$ cat config.mk
export PLATFORM = sky130hd
export DESIGN_NAME = stream_gap_timer
export DESIGN_NICKNAME = d
export VERILOG_FILES = /design/src/rtl/stream_gap_timer.sv
export SDC_FILE = /design/constraint.sdc
export NUM_CORES = 1
export LEC_CHECK = 0
export CAP_MARGIN = 0
export CORE_MARGIN = 8
export CORE_UTILIZATION = 60
export CTS_CLUSTER_SIZE = 16
export DETAILED_ROUTE_END_ITERATION = 8
export PLACE_DENSITY = 0.91
export SYNTH_ARGS = -nofsm -noshare
export SYNTH_HDL_FRONTEND = slang
export SYNTH_SLANG_ARGS = --single-unit
$ cat constraint.sdc
create_clock -name clk -period 2.8 [get_ports clk]
set_clock_uncertainty 0.05 [all_clocks]
set_input_delay 0.56 -clock clk [delete_from_list [all_inputs] [get_ports clk]]
set_output_delay 0.56 -clock clk [all_outputs]
set_load 0.02 [all_outputs]
$ cat src/rtl/stream_gap_timer.sv
// Saturating count of strobe-free cycles; expired flags the cycle the count reaches TICKS.
module stream_gap_timer #(
  parameter int TICKS = 64
) (
  input  logic clk,
  input  logic n_rst,
  input  logic run,
  input  logic kick,
  output logic expired
);

  localparam logic [15:0] LIMIT = 16'(TICKS);

  logic [15:0] r_cnt;

  always_ff @(posedge clk or negedge n_rst) begin
    if (!n_rst) begin
      r_cnt <= '0;
    end else if (!run || kick) begin
      r_cnt <= '0;
    end else if (r_cnt != LIMIT) begin
      r_cnt <= r_cnt + 16'd1;
    end
  end

  // Asserted on the idle cycle whose edge brings the count to LIMIT, so the
  // registered timeout flag in the checker rises on that same edge.
  assign expired = run && !kick && (r_cnt == LIMIT - 16'd1);

endmodule

==> results of run 1 <==
[per-layer routing]
| layer | GRT usage [%] | up-vias | routed length (um) |
|---|---|---|---|
| met3 | 2.717 | 5 | 63 |
| met5 | 0 | - | 0 |
| li1 | - | 338 | - |
| met2 | 21.95 | 15 | 822 |
| met1 | 15.42 | 335 | 753 |
| met4 | 4.918 | 0 | 29 |
[report_power, final]
| group | switching (mW) | total (mW) | internal [mW] |
|---|---|---|---|
| Sequential | 0.00170 | 0.234 | 0.232 |
| Clock | 0.0728 | 0.123 | 0.0500 |
| Combinational | 0.0128 | 0.0213 | 0.00852 |
| Total | 0.0873 | 0.378 | 0.291 |
[Yosys cell counts]
master	instances	share of area [%]
a21oi_1	4	2.3
and2b_1	1	0.86
and3_1	2	1.4
and3_2	1	0.86
and4_1	1	1.0
and4_4	1	1.3
buf_6	1	1.3
clkbuf_1	1	0.43
dfrtp_1	16	46
ha_1	2	2.8
inv_1	2	0.86
mux2i_1	2	2.3
nand2_1	7	3.0
nand2_4	1	1.3
nand2b_1	1	0.71
nand3_1	6	3.4
nand3_4	1	2.0
nand4_1	4	2.8
nand4_2	1	1.4
nor2_1	9	3.8
nor2b_1	1	0.71
nor3_1	3	1.7
nor4_1	2	1.4
o211ai_1	2	1.7
o21ai_1	4	2.3
or2b_1	1	0.86
or3_1	3	2.1
or4_1	2	1.7
xor2_1	8	8.0
[cells by family after synthesis]
group	Yosys count	share of synthesized area [%]
buf+inv	4	2.564
flops	16	45.58
simple gates	48	32.48
compound gates	10	6.267
mux	2	2.279
fa+ha+maj	2	2.849
xor+xnor	8	7.978
[metrics by stage]
step	instance area, sq um	power, mW	utilization (%)	hold slack (ns)	std cells
final	967.2	0.3781	67.33	0.5138	114
after global routing	967.2	0.3898	67.33	0.5511	114
after CTS	967.2	0.3790	67.33	0.5144	114
after detailed placement	945.9	0.2605	65.85	0.4872	111
after global placement	945.9	0.2594	65.85	0.4694	111
after floorplan	878.3	0.2465	-	0.2144	90
[critical path, stage by stage]
cell and delay [ns]:
clkdlybuf4s50_1 0.47, nor2b_1 0.19, nand4_1 0.18, nor3_1 0.15, dlygate4sd2_1 0.35
[timing repair]
| item | 4_1_cts | 5_1_grt |
|---|---|---|
| buffers inserted | 0 | 0 |
| resized for setup | 1 | 0 |
| hold buffers | 0 | 0 |
| setup endpoints to repair | 1 | 0 |
[area by class of cell]
class                      instances  area share [%]
clock buffer                       3           2.329
inverter                           2          0.7762
tap                               16           2.070
sequential                        16           41.40
timing repair buffer               7           6.339
multi-input combinational         70           47.09
[worst paths after layout]
check	from	endpoint	slack, ns	cells past startpoint
hold reg to reg	r_cnt[15]	r_cnt[15]	0.51	2
setup / recovery	run	expired	0.29	5
hold / removal	r_cnt[15]	r_cnt[15]	0.51	2
setup reg to reg	r_cnt[7]	r_cnt[0]	1.20	4
min in group asynchronous	n_rst	r_cnt[11]	0.65	1
max in group asynchronous	n_rst	r_cnt[5]	1.59	1
==> results.tsv, run 1 <==
metric	value	unit
status	complete, no violations	
top flop regs	r_cnt x16	
Seq/Total Area, Yosys	45.58	%
Nets	106	
FMAX	0.3982	GHz
Die X	54.26	um
Relative slew margins	50.88	%
Initial Util	61.15	%
Place WS	0.004470	ns
most common cell after layout, fill and taps aside	dfrtp_1	
Core ar.	1436	sq um
clock root buffer	clkbuf_4	
routed vias/inst	6.079	
vias	693	
PortBufs	4	
largest net degree at the start of global routing	17	
Residual DRC	0	
critical path peak fanout	3	
CTS tree	built	
clk buf depth	2	
most frequent cells in the layout	dfrtp_1, nor2_1, xor2_1	
TritonCTS Buffers	3	
# fillers	114	
Remaining Overflow, GRT	0	
Reg with most FFs	r_cnt	
RSZ-0062 raised after global routing	no	
#FFs+latches synth	16	
die span in y	54.26	um
Netlist Area Pre-Place	878.3	sq um
Critical Path End Type	output pin	
clk sinks	16	
ant diodes	0	
Worst Tran Pin Value	0.7346	ns
Die ar.	2944	sq um
routed len/inst	14.63	um
Total GRT Usage	12.85	%
Static Leak	0.4308	nW
vias in the first global route	659	
Iteration-0 DRC Markers	18	
max reg flops	16	
layout cells sized above 1	11.22	%
GP Congestion	0.8353	
DRT Pass-1 Iters	4	
post-route setup slack	0.2890	ns
Synth Warn #	0	
WP data required	2.19	ns
Cells after Synth	90	
min-delay worst type	reg2reg	
fin crit share	89.68	%
Mapped Nets	96	
Layout area overhead	10.11	%
Worst Setup Start Kind	primary input	
Max Cap Viol	0	
Final Hold Viols	0	
PD cells	390.9	nW/um^2
WL final	1.668	mm
first-pass GRT wire length	2.856	mm
initial antenna violation count	0	
Final ANT Viol Nets	0	
Yosys cell types	29	
critical path type	in2out	
# setup viols final	0	
depth of the CTS H-tree	1	
I/O Pins	5	
Final HPWL DP	1.241	mm
clk_lat worst skew	0.29	ns
row cnt	14	
CTS clk-pin slew, worst paths	0.09	ns
footprint of the multi-input gates	455.4	sq um
Register Area	400.4	sq um
Max Slew Vio Count	0	
Worst VDD drop	0.2556	mV
Mapped Avg Cell Area	9.759	sq um
WP data arrival	1.90	ns
Setup TNS	0	ns
min cycle time layout	2.511	ns
(Power assumes the default switching activity.)
==> run 2: changes to the inputs <==
- ABC_AREA: not set -> 1
- ABC_CLOCK_PERIOD_IN_PS: not set -> 2800
- CORE_UTILIZATION: 60 -> 62
- PLACE_DENSITY: 0.91 -> 0.93
==> run 2 against run 1 <==
Total power up 8.8%; first-iteration DRC count up 33%; clock-buffer cell count up 1; cell count up 40%; synthesized cell count up 51%; global-route usage up 0.70 points.
==> results.tsv, run 2 <==
metric	value	unit
Post-Layout Cell Count	160	
# setup viols final	0	
layout cells sized above 1	15.97	%
Remaining Overflow, GRT	0	
Worst Setup Start Kind	flip-flop	
Final Hold Viols	0	
Register Area	400.4	sq um
Cells after Synth	136	
Post-Route M1 WL	835	um
Synth Warn #	0	
vias	862	
status	complete, no violations	
die span in y	56.16	um
routed len/inst	12.47	um
post-layout util	73.09	%
Residual DRC	0	
CTS clk-pin slew, worst paths	0.10	ns
clk sinks	16	
Total GRT Usage	13.54	%
PD cells	373.6	nW/um^2
max reg flops	16	
footprint of the multi-input gates	534.3	sq um
CTS tree	built	
Place WS	0.1779	ns
Relative slew margins	50.57	%
Worst Tran Pin Value	0.7391	ns
clk buf depth	2	
initial antenna violation count	0	
Post-synth top cells	nand2_1, nor2_1, dfrtp_1, inv_1, nand3_1	
FMAX	0.4296	GHz
I/O Pins	5	
Core ar.	1506	sq um
Netlist Area Pre-Place	999.7	sq um
critical path type	reg2out	
Post-synth top flop	dfrtp_1	
Seq/Total Area, Yosys	40.05	%
Finished Cell Area	1101	sq um
critical path peak fanout	5	
Reg with most FFs	r_cnt	
first-pass GRT wire length	3.491	mm
Final ANT Viol Nets	0	
Mapped Nets	142	
Setup Fix Bufs, Post-CTS	0	
row cnt	14	
worst hold slack	0.4827	ns
# fillers	111	
Tot Pwr	0.4113	mW
depth of the CTS H-tree	1	
WP data arrival	1.72	ns
#FFs+latches synth	16	
FFs w/ async S/R, synth	100.0	%
most common cell after layout, fill and taps aside	nand2_1	
min cycle time layout	2.328	ns
WP data required	2.19	ns
Die ar.	3153	sq um
Final HPWL DP	1.504	mm
Worst VDD drop	0.2699	mV
most numerous cell in the Yosys netlist	nand2_1	
ant diodes	0	
EDFF count, synth	0	
Setup TNS	0	ns
Max Slew Vio Count	0	
Critical Path End Type	output pin	
Yosys cell types	19	
Layout area overhead	10.14	%
PortBufs	4	
Max Cap Viol	0	
Mapped Avg Cell Area	7.351	sq um
share of the synthesized area in the top cell type	40.05	%
GP Congestion	0.8833	
placed cell areas	1062	sq um
fin crit share	83.13	%
min-delay worst type	reg2reg	
routed vias/inst	5.388	
vias in the first global route	829	
Static Leak	0.5415	nW
most frequent cells in the layout	nand2_1, nor2_1, dfrtp_1	
placed cell count	156	
met3 wire length	107	um
largest net degree at the start of global routing	17	
Nets	151	
Initial Util	66.36	%
RSZ-0062 raised after global routing	no	
Iteration-0 DRC Markers	24	
WL final	1.995	mm
post-route setup slack	0.4723	ns
cell taking the most area after synthesis	dfrtp_1	
Die X	56.16	um
TritonCTS Buffers	3	
top flop regs	r_cnt x16	
DR top layer	met4	
clk_lat worst skew	0.29	ns
DRT Pass-1 Iters	4	
leading post-synthesis cells by cell area	dfrtp_1, nand2_1, nor2_1	
clock root buffer	clkbuf_4	
WL met2	1.016	mm
==> run 2: critical path: stages, from the launching register on <==
cell	delay (ns)
dfrtp_1	0.43
ha_1	0.24
nand3_1	0.12
nor2_2	0.18
nand3_1	0.11
nor3_2	0.11
dlymetal6s2s_1	0.24
==> run 2: logic make-up after synthesis <==
kind of cell / synth area share (%)
flops: 40.05
buf+inv: 6.507
compound gates: 8.010
xor+xnor: 2.629
simple gates: 40.30
fa+ha+maj: 2.503
==> run 2: timing repair <==
item	CTS	global route
gates resized for setup	0	1
hold buffers	0	0
setup endpoints to repair	0	1
==> run 2: final timing paths <==
kind / from / to / slack (ns) / cells past startpoint
max: r_cnt[1] / expired / 0.47 / 6
min: r_cnt[4] / r_cnt[4] / 0.48 / 1
max reg2reg: r_cnt[1] / r_cnt[10] / 1.40 / 8
min reg2reg: r_cnt[4] / r_cnt[4] / 0.48 / 1
max in group asynchronous: n_rst / r_cnt[15] / 1.59 / 1
min in group asynchronous: n_rst / r_cnt[4] / 0.64 / 1
==> run 2: power breakdown <==
group          internal (mW)  leakage, nW  switching [mW]
Combinational        0.00786        0.298          0.0129
Clock                 0.0793       0.0210          0.0775
Sequential             0.232        0.223         0.00157
Total                  0.319        0.542          0.0920
==> run 2: area by class of cell <==
cell class / count / share of cell area [%]
Sequential cell: 16 / 36.36
Inverter: 16 / 5.455
Multi-Input combinational cell: 103 / 48.52
Timing Repair Buffer: 5 / 4.545
Tap cell: 16 / 1.818
Clock buffer: 4 / 3.295
==> run 2: metal layers <==
metal | vias to the layer above | track usage, %
li1 | 449 | -
met5 | - | 0
met4 | 0 | 5.498
met2 | 21 | 22.82
met3 | 5 | 3.653
met1 | 387 | 15.62
==> run 3: changes to the inputs <==
- ABC_CLOCK_PERIOD_IN_PS: 2800 -> 2100
- CORE_UTILIZATION: 62 -> 52
- PLACE_DENSITY: 0.93 -> 0.84
- clock period: 2.8 -> 2.1 ns (I/O delays scaled with it)
==> run 3 against run 2 <==
Combinational power rose by 62%; clock power increased by 36%; register-to-register slack got worse by 0.83 ns; non-clock buffer count increased by 6; clock-buffer cell count did not move; largest power group unchanged.
==> results.tsv, run 3 (synthesis results as in run 2) <==
metric	value	unit
Core ar.	1882	sq um
footprint of the multi-input gates	534.3	sq um
WL final	2.026	mm
Final Hold Viols	0	
worst hold slack	0.3815	ns
Reg with most FFs	r_cnt	
first-pass GRT wire length	3.588	mm
critical path peak fanout	2	
met3 wire length	80	um
Relative slew margins	86.62	%
clk_lat worst skew	0.29	ns
post-layout util	61.24	%
DRT Pass-1 Iters	4	
Critical Path End Type	output pin	
clk sinks	16	
min cycle time layout	1.953	ns
DR top layer	met4	
Max Cap Viol	0	
Static Leak	0.5567	nW
I/O Pins	5	
RSZ-0062 raised after global routing	no	
FMAX	0.5120	GHz
vias in the first global route	850	
Register Area	400.4	sq um
routed len/inst	11.45	um
Tot Pwr	0.5579	mW
Layout area overhead	15.27	%
Worst Tran Pin Value	0.2005	ns
largest net degree at the start of global routing	17	
Remaining Overflow, GRT	0	
min-delay worst type	in2async	
WL met2	977	um
die span in y	59.85	um
Final ANT Viol Nets	0	
WP data required	1.63	ns
critical path type	reg2out	
# fillers	164	
fin crit share	93.01	%
vias	892	
Nets	157	
most common cell after layout, fill and taps aside	nand2_1	
PD cells	484.2	nW/um^2
Residual DRC	0	
top flop regs	r_cnt x16	
Initial Util	53.13	%
Worst Setup Start Kind	flip-flop	
layout cells sized above 1	20.00	%
ant diodes	0	
clk buf depth	2	
CTS tree	built	
routed vias/inst	5.040	
Die ar.	3581	sq um
PortBufs	4	
Final HPWL DP	1.567	mm
# setup viols final	0	
most frequent cells in the layout	nand2_1, nor2_1, dfrtp_1	
Worst VDD drop	0.3567	mV
clock root buffer	clkbuf_4	
Post-Route M1 WL	953	um
max reg flops	16	
Max Slew Vio Count	0	
TritonCTS Buffers	3	
WP data arrival	1.48	ns
cts hold-fix bufs	0	
status	complete, no violations	
depth of the CTS H-tree	1	
Total GRT Usage	12.84	%
row cnt	16	
initial antenna violation count	0	
GP Congestion	0.9262	
Iteration-0 DRC Markers	25	
CTS clk-pin slew, worst paths	0.10	ns
Die X	59.85	um
[run 3: cell count changes in the layout (fill, tap and decap cells not counted), sizes merged]
| cell | before | now |
|---|---|---|
| buf | 1 | 8 |
| dlymetal6s2s | 1 | 0 |
[run 3: what timing repair did]
| item | in CTS | in global routing |
|---|---|---|
| buffers inserted | 0 | 0 |
| gates resized for setup | 3 | 1 |
| pin swaps | 0 | 0 |
| setup endpoints to repair | 1 | 1 |
[run 3: per-layer routing]
layer  up-vias  GRT usage (%)
met5         -              0
met1       411          15.64
met3         3          2.796
met4         0          2.041
met2        22          22.62
li1        456              -
[run 3: path summary, 6_finish.rpt]
kind                           from   endpoint  slack [ns]  depth (start not counted)
hold / removal                n_rst  r_cnt[14]        0.38                          2
hold reg to reg            r_cnt[4]   r_cnt[4]        0.48                          1
setup / recovery           r_cnt[0]    expired        0.15                          6
setup reg to reg           r_cnt[0]   r_cnt[1]        0.57                          8
min in group clk           r_cnt[4]   r_cnt[4]        0.48                          1
max in group asynchronous     n_rst   r_cnt[1]        1.44                          2
[run 3: metrics by stage]
step	instance area [sq um]	TNS, ns	setup WS (ns)	std cells
final	1152	0	0.1469	177
after global routing	1152	0	0.03365	177
after CTS	1159	0	0.04090	177
after detailed placement	1121	-0.2991	-0.2991	173
after global placement	1121	-0.2852	-0.2852	173
after floorplan	999.7	0	0.4085	136
[run 3: layout make-up]
| cell class | count | share of cell area (%) |
|---|---|---|
| Timing Repair Buffer | 11 | 7.600 |
| Multi-Input combinational cell | 103 | 46.36 |
| Inverter | 16 | 5.212 |
| Sequential cell | 16 | 34.74 |
| Tap cell | 27 | 2.932 |
| Clock buffer | 4 | 3.149 |
[run 3: critical path, stage by stage, from the launching register on]
cell and delay [ns]:
dfrtp_1 0.38, ha_1 0.18, nand3_1 0.09, nor2_2 0.11
nand3_1 0.09, nor3_2 0.14, buf_2 0.19
[run 3: report_power, final]
group          switching [mW]  internal (mW)  total (mW)
clock network           0.108          0.106       0.213
logic                  0.0196         0.0141      0.0337
registers             0.00125          0.310       0.311
